File: src/rtl/otter_sim_pkg.sv
// Shared types for the OTTER simulation/bring-up run controller.
package otter_sim_pkg;

    typedef enum logic [1:0] {
        StIdle,
        StReset,
        StRun,
        StDone
    } run_state_t;

    typedef enum logic [1:0] {
        FcNone    = 2'b00,
        FcSigFail = 2'b01,
        FcTimeout = 2'b10
    } fail_code_t;

endpackage

File: src/rtl/obs_stable_detect.sv
// Tracks how many consecutive identical samples of obs have been seen, saturating at
// STABLE_CYCLES; stable flags the sample that completes (or extends) a full-length run.
module obs_stable_detect #(
    parameter int unsigned WIDTH         = 16,
    parameter int unsigned STABLE_CYCLES = 3
) (
    input  logic             clk,
    input  logic             rst,
    input  logic             clr,
    input  logic             sample_en,
    input  logic [WIDTH-1:0] obs,
    output logic             stable,
    output logic [WIDTH-1:0] value
);

    localparam int unsigned LenW = $clog2(STABLE_CYCLES + 1);
    localparam logic [LenW-1:0] LenMax = LenW'(STABLE_CYCLES);

    logic [LenW-1:0]  len_q, len_d;
    logic [WIDTH-1:0] prev_q;

    // len_q == 0 means no sample taken since clear, so the first sample always restarts at 1.
    always_comb begin
        len_d = len_q;
        if (len_q == '0 || obs != prev_q) begin
            len_d = LenW'(1);
        end else if (len_q != LenMax) begin
            len_d = len_q + 1'b1;
        end
    end

    assign stable = sample_en && (len_d == LenMax);
    assign value  = obs;

    always_ff @(posedge clk) begin
        if (rst || clr) begin
            len_q  <= '0;
            prev_q <= '0;
        end else if (sample_en) begin
            len_q  <= len_d;
            prev_q <= obs;
        end
    end

endmodule

File: src/rtl/otter_run_monitor.sv
// Run controller: holds the DUT in reset, releases it, then waits for a stable PASS/FAIL
// signature on obs or a timeout, and latches the verdict.
module otter_run_monitor
    import otter_sim_pkg::*;
#(
    parameter int unsigned     WIDTH         = 16,
    parameter int unsigned     RST_CYCLES    = 4,
    parameter int unsigned     TIMEOUT       = 1000,
    parameter int unsigned     STABLE_CYCLES = 3,
    parameter logic [WIDTH-1:0] PASS_VALUE   = 16'hC0DE,
    parameter logic [WIDTH-1:0] FAIL_VALUE   = 16'hDEAD,
    parameter int unsigned     CNT_W         = 32
) (
    input  logic             clk,
    input  logic             rst,
    input  logic             start,
    input  logic [WIDTH-1:0] obs,
    output logic             dut_rst,
    output logic             running,
    output logic             done,
    output logic             pass,
    output logic [1:0]       fail_code,
    output logic [CNT_W-1:0] cycles,
    output logic [WIDTH-1:0] last_obs
);

    localparam int unsigned     HoldW      = $clog2(RST_CYCLES + 1);
    localparam logic [HoldW-1:0] HoldLast  = HoldW'(RST_CYCLES - 1);
    localparam logic [CNT_W-1:0] TimeoutVal = CNT_W'(TIMEOUT);
    localparam logic [CNT_W-1:0] CntMax    = '1;

    run_state_t       state_q, state_d;
    fail_code_t       fc_q, fc_d;
    logic [HoldW-1:0] hold_q, hold_d;
    logic [CNT_W-1:0] cycles_q, cycles_d, cycles_inc;
    logic [WIDTH-1:0] last_q, last_d;
    logic             pass_q, pass_d;
    logic             dut_rst_q, running_q, done_q;
    logic             det_clr, det_en, det_stable;
    logic [WIDTH-1:0] det_value;

    obs_stable_detect #(
        .WIDTH        (WIDTH),
        .STABLE_CYCLES(STABLE_CYCLES)
    ) u_detect (
        .clk      (clk),
        .rst      (rst),
        .clr      (det_clr),
        .sample_en(det_en),
        .obs      (obs),
        .stable   (det_stable),
        .value    (det_value)
    );

    assign cycles_inc = (cycles_q == CntMax) ? cycles_q : cycles_q + 1'b1;

    always_comb begin
        state_d  = state_q;
        hold_d   = hold_q;
        cycles_d = cycles_q;
        pass_d   = pass_q;
        fc_d     = fc_q;
        last_d   = last_q;
        det_clr  = 1'b0;
        det_en   = 1'b0;
        unique case (state_q)
            StIdle, StDone: begin
                if (start) begin
                    state_d  = StReset;
                    hold_d   = '0;
                    cycles_d = '0;
                    pass_d   = 1'b0;
                    fc_d     = FcNone;
                    last_d   = '0;
                    det_clr  = 1'b1;
                end
            end
            StReset: begin
                if (hold_q == HoldLast) begin
                    state_d = StRun;
                end else begin
                    hold_d = hold_q + 1'b1;
                end
            end
            StRun: begin
                det_en   = 1'b1;
                cycles_d = cycles_inc;
                // Signature verdicts are checked first so they win over a coincident timeout.
                if (det_stable && det_value == PASS_VALUE) begin
                    state_d = StDone;
                    pass_d  = 1'b1;
                    fc_d    = FcNone;
                    last_d  = det_value;
                end else if (det_stable && det_value == FAIL_VALUE) begin
                    state_d = StDone;
                    fc_d    = FcSigFail;
                    last_d  = det_value;
                end else if (cycles_inc == TimeoutVal) begin
                    state_d = StDone;
                    fc_d    = FcTimeout;
                    last_d  = det_value;
                end
            end
            default: state_d = StIdle;
        endcase
    end

    always_ff @(posedge clk) begin
        if (rst) begin
            state_q   <= StIdle;
            hold_q    <= '0;
            cycles_q  <= '0;
            pass_q    <= 1'b0;
            fc_q      <= FcNone;
            last_q    <= '0;
            dut_rst_q <= 1'b1;
            running_q <= 1'b0;
            done_q    <= 1'b0;
        end else begin
            state_q   <= state_d;
            hold_q    <= hold_d;
            cycles_q  <= cycles_d;
            pass_q    <= pass_d;
            fc_q      <= fc_d;
            last_q    <= last_d;
            dut_rst_q <= (state_d != StRun);
            running_q <= (state_d == StRun);
            done_q    <= (state_d == StDone);
        end
    end

    assign dut_rst   = dut_rst_q;
    assign running   = running_q;
    assign done      = done_q;
    assign pass      = pass_q;
    assign fail_code = fc_q;
    assign cycles    = cycles_q;
    assign last_obs  = last_q;

endmodule

File: config.mk
export PLATFORM = sky130hd
export DESIGN_NAME = otter_run_monitor
export DESIGN_NICKNAME = d
export VERILOG_FILES = /design/src/rtl/otter_sim_pkg.sv /design/src/rtl/obs_stable_detect.sv /design/src/rtl/otter_run_monitor.sv
export SDC_FILE = /design/constraint.sdc
export NUM_CORES = 1
export LEC_CHECK = 0
export ABC_CLOCK_PERIOD_IN_PS = 4500
export BUFFER_PORTS_ARGS = -buffer_cell sky130_fd_sc_hd__buf_2
export CAP_MARGIN = 20
export CORE_MARGIN = 3
export CORE_UTILIZATION = 30
export CTS_CLUSTER_DIAMETER = 40
export CTS_CLUSTER_SIZE = 10
export DETAILED_ROUTE_END_ITERATION = 8
export PLACE_DENSITY = 0.51
export REMOVE_ABC_BUFFERS = 1
export SYNTH_ARGS = -nofsm -noshare
export SYNTH_HDL_FRONTEND = slang
export SYNTH_HIERARCHICAL = 1
export SYNTH_SLANG_ARGS = --single-unit
File: constraint.sdc
create_clock -name clk -period 4.5 [get_ports clk]
set_input_delay 0.45 -clock clk [delete_from_list [all_inputs] [get_ports clk]]
set_output_delay 0.45 -clock clk [all_outputs]
set_load 0.005 [all_outputs]
==> impl_metrics.tcl, run 1 <==
set metrics [dict create \
    viasPerCell 5.448 \
    holdBufCountCts 0 \
    status "completed" \
    design.core.area_um2 15260 \
    initial_core_util 0.3078 \
    synth.ff_latch_count 77 \
    clock_latency_ns 0.35 \
    layout-drive-gt1-share 0.1895 \
    die_area_um2 17190 \
    period_share 0.8551 \
    critPathKind "reg -> reg" \
    clock-sinks 77 \
    async_flop_share 0 \
    synthTopCellsByArea "dfxtp_1 33%, mux2i_1 7.0%, nor2_1 5.2%" \
    synth_edf_count 0 \
    power.switching_mw 0.4210 \
    grt_pass1_vias 4297 \
    crit_family "simple AND/OR/NAND/NOR gates" \
    pwr-share-clk 0.499 \
    hold_class "in -> reg" \
    grt_overflow 0 \
    antenna_found_initial 0 \
    io_buffers 72 \
    synth_ff_type "dfxtp_1" \
    crit_fanout 17 \
    grt_max_degree 47 \
    wl_met3_um 882 \
    rows 45 \
    htreeDepth 3 \
    area_delta_synth_final_pct 15.24 \
    crit_path_end_kind "flop" \
    hold_viol 0 \
    slew_violations 0 \
    grtUsageTotal 0.1574 \
    met2_length_um 6235 \
    detail-route-antenna-nets 0 \
    max_cap_violations 0 \
    die_w_um 131.1 \
    swShare 0.2552 \
    dp.cells 807 \
    dp_slack_ns 0.6475 \
    met1_length_um 6306 \
    fin_ws_ns 0.6519 \
    crit_chain "ha_1 -> nand3_2 -> or3_1 -> o311ai_4 -> nor4_1 -> or4_4 -> nor4_4 -> a21oi_4 -> mux2_1" \
    cp_slowest_cell "or3_1" \
    drc 0 \
    die_h_um 131.1 \
    seqPwrFrac 0.416 \
    cts_buffers 9 \
    arrival_ns 4.09 \
    fill_cells 1600 \
    vdd_drop_max_mv 0.2198 \
    yosysTopAreaCell "dfxtp_1" \
    grt_pass1_wl_um 22250 \
    root_buffer "clkbuf_16" \
    seq_area_frac_synth 0.3282 \
    fin_skew_ns 0.006282 \
    post_cts_buffers 0 \
    wl_per_cell_um 16.63 \
    power_mw 1.650 \
    cpPeakStageDelay_ns 0.59 \
    final_common_cell "dfxtp_1" \
    cp-start-kind "flop" \
    fmax_mhz 259.9 \
    ys_types 66 \
    num_io_pins 73 \
    place_congestion 0.9372 \
    p_comb_frac 0.085 \
    cp.buffers_inverters 0 \
    highest-signal-layer "met4" \
    clock_path_buffers 2 \
    cts_tree "built" \
    syn_area_um2 4697 \
    syn_area_per_cell_um2 8.197 \
    final_cells 823 \
    ctsResizeCount 0 \
    max_slew_margin 0.4800 \
    powerDensity_nw_per_um2 304.9 \
    crit_required_ns 4.74 \
    clkTransAtPathRegs_ns 0.07 \
    fin_tns_setup_ns 0 \
    place_hpwl_um 9819 \
    p_int_mw 1.229 \
    dr.pass1.iters 5 \
    min_period_ns 3.848 \
    seqCellArea_um2 1541 \
    power_leakage_nw 1.909 \
    layout_common_cells "77 x dfxtp_1, 72 x buf_2, 65 x nor2_1, 33 x mux2i_1" \
    vias 4484 \
    ys_warn_count 6 \
    finalSetupViolCount 0 \
    rsz0062_at_grt "false" \
    worst_slew_pin_slew_ns 0.7729 \
    multi_input_area_um2 2808 \
    synthCells 573 \
    n_antenna_cell 0 \
    wl_um 13690 \
    synth_top_area_frac 0.3282 \
    dr.first_iter.drc_count 319 \
    final_nets 631 \
]
-- sequential cells by signal, indices dropped and copies added (netlist names) --
name and cells:
cycles 32, dut_rst 1, pass 1, last_obs 16, u_detect/len_q 2, state_q 2
u_detect/prev_q 16, fail_code 2, running 1, done 1, hold_q 3
-- final cells by class --
type,count,area share
Multi-Input combinational cell,427,0.5187
Sequential cell,77,0.2848
Timing Repair Buffer,81,0.07906
Tap cell,211,0.04877
Clock buffer,9,0.04161
Clock inverter,7,0.01942
Inverter,11,0.007628
-- path summary, 6_finish.rpt --
check                                                         to  slack [ns]  cells after the start                     start
worst min register to register          last_obs[2]$_SDFFE_PP0P_        0.48                      2  last_obs[2]$_SDFFE_PP0P_
worst min-delay path            u_detect/prev_q[13]$_SDFFE_PP0P_        0.41                      3                   obs[13]
worst max register to register         fail_code[0]$_SDFFE_PP0P_        0.65                      9    cycles[0]$_SDFFE_PP0P_
worst max-delay path                   fail_code[0]$_SDFFE_PP0P_        0.65                      9    cycles[0]$_SDFFE_PP0P_
-- routing by layer --
| layer | vias up | GRT usage |
|---|---|---|
| met5 | - | 0 |
| li1 | 2156 | - |
| met3 | 24 | 0.04977 |
| met1 | 2145 | 0.2036 |
| met2 | 159 | 0.2486 |
| met4 | 0 | 0.05426 |
-- logic make-up (layout without fill, tap and decap cells) --
group           after synthesis  count (layout)  share of synthesized area
buf+inv                      69             108                    0.07406
mux                          36              36                    0.07752
xor+xnor                     28              28                    0.05221
simple gates                249             249                     0.2978
fa+ha+maj                     5               5                    0.01332
flops                        77              77                     0.3282
compound gates              109             109                     0.1569
-- power groups by stage --
stage | Combinational (mW) | Sequential, mW | Clock (mW)
floorplan | 0.0849 | 0.702 | 0
CTS | 0.142 | 0.687 | 0.845
finish | 0.140 | 0.687 | 0.823
global route | 0.155 | 0.687 | 0.874
global placement | 0.138 | 0.702 | 0
detailed placement | 0.142 | 0.703 | 0
-- worst register-to-register path, cell delays in order, from the launching register on --
cell and delay (ns):
dfxtp_1 0.46, ha_1 0.33, nand3_2 0.19, or3_1 0.59, o311ai_4 0.46, nor4_1 0.12, or4_4 0.54, nor4_4 0.39
a21oi_4 0.27, mux2_1 0.38
-- synth_stat cells, types with 5 or more instances --
cell and count:
nand4_1 23, nand2b_1 20, nor2_1 65, inv_1 10, clkbuf_1 24, nand2_1 28, a21oi_1 28, buf_4 17
nand3b_1 18, nor4_1 15, a31oi_1 5, and4_1 6, ha_1 5, nand3_1 10, or3_1 9, buf_2 14
xor2_1 19, xnor2_1 9, mux2i_1 33, nor3b_1 5, dfxtp_1 77, o21ai_0 26, nor3_1 25, a22oi_1 7
a311oi_1 12
-- metrics by stage --
| step | utilization | area, um^2 | hold slack (ns) |
|---|---|---|---|
| global placement | 0.3331 | 5082 | 0.4594 |
| global route | 0.3547 | 5413 | 0.4065 |
| detailed placement | 0.3331 | 5082 | 0.4687 |
| CTS | 0.3547 | 5413 | 0.3980 |
| floorplan | - | 4390 | 0.4597 |
| finish | 0.3547 | 5413 | 0.4095 |
Note: power is estimated with default switching activity, not from simulation.
==> inputs of run 2 (changes only) <==
--- a/config.mk
+++ b/config.mk
@@ -7,14 +7,14 @@
 export LEC_CHECK = 0
 export ABC_CLOCK_PERIOD_IN_PS = 4500
 export BUFFER_PORTS_ARGS = -buffer_cell sky130_fd_sc_hd__buf_2
-export CAP_MARGIN = 20
 export CORE_MARGIN = 3
-export CORE_UTILIZATION = 30
+export CORE_UTILIZATION = 57
 export CTS_CLUSTER_DIAMETER = 40
 export CTS_CLUSTER_SIZE = 10
 export DETAILED_ROUTE_END_ITERATION = 8
-export PLACE_DENSITY = 0.51
+export PLACE_DENSITY = 0.83
 export REMOVE_ABC_BUFFERS = 1
+export SLEW_MARGIN = 40
 export SYNTH_ARGS = -nofsm -noshare
 export SYNTH_HDL_FRONTEND = slang
 export SYNTH_HIERARCHICAL = 1
==> impl_metrics.tcl, run 2 (synthesis gave the netlist of run 1 again) <==
set metrics [dict create \
    use_met3 0.05479 \
    grt_most_used_layer "met2" \
    rows 32 \
    final_common_cell "dfxtp_1" \
    max_slew_margin 0.5207 \
    cts_buffers 9 \
    clock_path_buffers 2 \
    use_met1 0.3525 \
    status "completed" \
    arrival_ns 4.15 \
    htreeDepth 3 \
    ff2ff_setup_slack_ns 0.62 \
    fill_cells 704 \
    layout-drive-gt1-share 0.1891 \
    viasPerCell 6.418 \
    post_cts_buffers 0 \
    grt_util_met2 0.4167 \
    crit_path_end_kind "flop" \
    worst_slew_pin_slew_ns 0.7134 \
    slew_violations 0 \
    antenna_found_initial 0 \
    max_cap_violations 0 \
    place_congestion 0.9702 \
    worstReg2RegStart "cycles[0]$_SDFFE_PP0P_" \
    layout_common_cells "77 x dfxtp_1, 72 x buf_2, 65 x nor2_1, 33 x mux2i_1, 28 x a21oi_1" \
    crit_fanout 17 \
    io_buffers 72 \
    holdBufCountCts 0 \
    clock-sinks 77 \
    die_area_um2 9365 \
    final_nets 627 \
    grt_pass1_wl_um 20740 \
    clkTransAtPathRegs_ns 0.10 \
    dr.pass1.iters 5 \
    cp-start-kind "flop" \
    ctsResizeCount 0 \
    fin_tns_setup_ns 0 \
    place_hpwl_um 8744 \
    crit_required_ns 4.77 \
    die_h_um 96.78 \
    hold_class "in -> reg" \
    root_buffer "clkbuf_8" \
    fin_skew_ns 0.01916 \
    vias 4557 \
    critPathKind "reg -> reg" \
    n_antenna_cell 0 \
    wl_um 12630 \
    detail-route-antenna-nets 0 \
    rsz0062_at_grt "false" \
    holdWs_ns 0.3825 \
    finalSetupViolCount 0 \
    design.core.area_um2 7848 \
    grtUsageTotal 0.2627 \
    hold_viol 0 \
    num_io_pins 73 \
    min_period_ns 3.876 \
    clock_latency_ns 0.37 \
    power_mw 1.383 \
    drc 0 \
    dpl_cell_area_um2 4922 \
    period_share 0.8614 \
    worstHoldStart "obs[7]" \
    dr.first_iter.drc_count 403 \
    grt_pass1_vias 4162 \
    multi_input_area_um2 2823 \
    vdd_drop_max_mv 0.1592 \
    largest_reg_flops 32 \
    power_leakage_nw 1.833 \
    grt_max_degree 43 \
    postLayoutCellArea_um2 5135 \
    seqCellArea_um2 1541 \
    initial_core_util 0.5985 \
    die_w_um 96.78 \
    cts_tree "built" \
    critPathLaunch "cycles[0]$_SDFFE_PP0P_" \
    wl_per_cell_um 17.78 \
    grt_overflow 0 \
    fmax_mhz 258.0 \
    powerDensity_nw_per_um2 269.4 \
    area_delta_synth_final_pct 9.323 \
]
[run 2: cell count changes in the layout (fill, tap and decap cells not counted)]
cell | before | now
clkbuf_8 | 0 | 9
bufinv_16 | 2 | 1
nor4_1 | 15 | 13
buf_4 | 9 | 5
nor4_2 | 1 | 3
nand2_1 | 28 | 27
nand2_2 | 0 | 1
clkbuf_16 | 9 | 0
clkinv_2 | 0 | 1
[run 2: final timing paths]
kind	to	cells after the start
max	fail_code[0]$_SDFFE_PP0P_	9
max reg2reg	fail_code[0]$_SDFFE_PP0P_	9
min reg2reg	last_obs[7]$_SDFFE_PP0P_	2
min	last_obs[7]$_SDFFE_PP0P_	3
[run 2: metrics by stage]
| step | std cells | util | setup slack (ns) |
|---|---|---|---|
| finish | 710 | 0.6543 | 0.6237 |
| CTS | 710 | 0.6532 | 0.6552 |
| global route | 710 | 0.6543 | 0.4487 |
| detailed placement | 694 | 0.6272 | 0.6645 |
| floorplan | 515 | - | 0.5127 |
| global placement | 694 | 0.6264 | 0.7804 |
[run 2: worst max-delay path: stages (launching register included)]
cell and delay, ns:
dfxtp_1 0.45, ha_1 0.34, nand3_2 0.21, or3_1 0.59
o311ai_4 0.45, nor4_1 0.13, or4_4 0.54, nor4_4 0.42
a21oi_4 0.27, mux2_1 0.37
[run 2: final cells by class]
class                   count  share of cell area
inverters                  11            0.008041
repair buffers             77             0.07749
clock inverters             7             0.01559
multi-input cells         427              0.5497
flip-flops and latches     77              0.3002
clock buffers               9             0.02412
well taps                 102             0.02485
[run 2: layer usage]
layer / part of all wire / routed length [um] / up-vias
li1: - / - / 2139
met1: 0.42 / 5294 / 2136
met2: 0.47 / 5903 / 241
met3: 0.084 / 1057 / 41
met4: 0.029 / 369 / 0
met5: 0 / 0 / -
[run 2: power by group]
group / switching, mW / total (mW) / leakage (nW) / internal (mW)
registers: 0.00295 / 0.687 / 0.620 / 0.684
logic: 0.0877 / 0.137 / 1.11 / 0.0490
clock network: 0.295 / 0.560 / 0.103 / 0.265
total: 0.385 / 1.38 / 1.83 / 0.998
==> inputs of run 3 (changes only) <==
--- a/config.mk
+++ b/config.mk
@@ -8,11 +8,11 @@
 export ABC_CLOCK_PERIOD_IN_PS = 4500
 export BUFFER_PORTS_ARGS = -buffer_cell sky130_fd_sc_hd__buf_2
 export CORE_MARGIN = 3
-export CORE_UTILIZATION = 57
+export CORE_UTILIZATION = 50
 export CTS_CLUSTER_DIAMETER = 40
 export CTS_CLUSTER_SIZE = 10
 export DETAILED_ROUTE_END_ITERATION = 8
-export PLACE_DENSITY = 0.83
+export PLACE_DENSITY = 0.75
 export REMOVE_ABC_BUFFERS = 1
 export SLEW_MARGIN = 40
 export SYNTH_ARGS = -nofsm -noshare
==> impl_metrics.tcl, run 3 (synthesis gave the netlist of run 1 again) <==
set metrics [dict create \
    die_w_um 102.9 \
    hold_viol 0 \
    crit_path_end_kind "flop" \
    clkTransAtPathRegs_ns 0.10 \
    dp.cells 708 \
    htreeDepth 3 \
    slew_violations 0 \
    grt_pass1_vias 4176 \
    max_slew_margin 0.5246 \
    final_common_cell "dfxtp_1" \
    rows 34 \
    die_h_um 102.9 \
    ctsResizeCount 0 \
    dr.first_iter.drc_count 402 \
    holdWs_ns 0.3938 \
    powerDensity_nw_per_um2 261.4 \
    initial_core_util 0.5258 \
    n_antenna_cell 0 \
    largest_reg_flops 32 \
    arrival_ns 4.09 \
    final_cells 724 \
    rsz0062_at_grt "false" \
    cts_tree "built" \
    crit_required_ns 4.76 \
    area_delta_synth_final_pct 10.39 \
    period_share 0.8507 \
    cpPeakStageDelay_ns 0.58 \
    layout-drive-gt1-share 0.1964 \
    clock_latency_ns 0.36 \
    min_period_ns 3.828 \
    final_nets 635 \
    clock-sinks 77 \
    power_leakage_nw 1.872 \
    vias 4580 \
    wl_um 12820 \
    io_buffers 72 \
    vdd_drop_max_mv 0.1406 \
    die_area_um2 10590 \
    wl_per_cell_um 17.71 \
    max_cap_violations 0 \
    cts_buffers 9 \
    place_hpwl_um 8922 \
    crit_fanout 17 \
    holdBufCountCts 0 \
    layout_common_cells "77 x dfxtp_1, 71 x buf_2, 65 x nor2_1, 33 x mux2i_1, 28 x a21oi_1" \
    grtUsageTotal 0.2410 \
    final_util 0.5804 \
    cp_slowest_cell "or3_1" \
    clock_path_buffers 2 \
    root_buffer "clkbuf_8" \
    grt_pass1_wl_um 20370 \
    crit_family "simple AND/OR/NAND/NOR gates" \
    place_congestion 0.9358 \
    hold_class "in -> reg" \
    design.core.area_um2 8934 \
    fmax_mhz 261.2 \
    drc 0 \
    viasPerCell 6.326 \
    dr.pass1.iters 5 \
    grt_max_degree 51 \
    finalSetupViolCount 0 \
    fin_tns_setup_ns 0 \
    fill_cells 826 \
    status "completed" \
    fin_skew_ns 0.01315 \
    detail-route-antenna-nets 0 \
    cp-start-kind "flop" \
    num_io_pins 73 \
    cp.buffers_inverters 0 \
    post_cts_buffers 0 \
    grt_overflow 0 \
    crit_chain "ha_1 -> nand3_2 -> or3_1 -> o311ai_4 -> nor4_1 -> or4_4 -> nor4_4 -> a21oi_4 -> mux2_1" \
    antenna_found_initial 0 \
    critPathKind "reg -> reg" \
    worst_slew_pin_slew_ns 0.7114 \
]
## run 3: changes by cell type in the layout (fill, tap and decap cells not counted), sizes merged
cell    previous run  this run
bufinv             1         0
buf               77        85
inv               15        16
## run 3: path summary, 6_finish.rpt
kind	start	to	slack, ns	depth (start not counted)
worst max register to register	cycles[0]$_SDFFE_PP0P_	fail_code[0]$_SDFFE_PP0P_	0.67	9
worst max-delay path	cycles[0]$_SDFFE_PP0P_	fail_code[0]$_SDFFE_PP0P_	0.67	9
worst min-delay path	obs[8]	last_obs[8]$_SDFFE_PP0P_	0.39	3
worst min register to register	last_obs[8]$_SDFFE_PP0P_	last_obs[8]$_SDFFE_PP0P_	0.48	2
## run 3: area by class of cell
class	instances	area, um^2	share of cell area
multi-input combinational	427	2810	0.5420
sequential	77	1541	0.2973
timing repair buffer	85	460.4	0.08880
tap	108	135.1	0.02606
clock buffer	9	123.9	0.02389
clock inverter	7	72.57	0.01400
inverter	11	41.29	0.007963
## run 3: tightest hold or removal path, stage by stage
cell and delay (ns):
buf_2 0.13, nand3b_1 0.08, mux2i_1 0.06
## run 3: metrics by stage
stage / setup slack [ns] / total power [mW] / instance area [um^2]
6_report: 0.6718 / 1.355 / 5185
4_1_cts: 0.7188 / 1.359 / 5180
2_1_floorplan: 0.5127 / 0.7867 / 4390
5_1_grt: 0.4559 / 1.402 / 5185
3_3_place_gp: 0.8403 / 0.8344 / 4984
3_5_place_dp: 0.7392 / 0.8371 / 4984
## run 3: layer usage
metal | global-route usage | vias to the layer above | share of wire | wire length [um]
li1 | - | 2160 | - | -
met1 | 0.3187 | 2158 | 0.42 | 5408
met2 | 0.3991 | 229 | 0.48 | 6114
met3 | 0.03924 | 33 | 0.082 | 1052
met4 | 0.08167 | 0 | 0.019 | 245
met5 | 0 | - | 0 | 0
## run 3: where the power goes
part	switching (mW)	internal (mW)
combinational	0.0869	0.0492
clock	0.314	0.219
sequential	0.00330	0.684
total	0.404	0.952
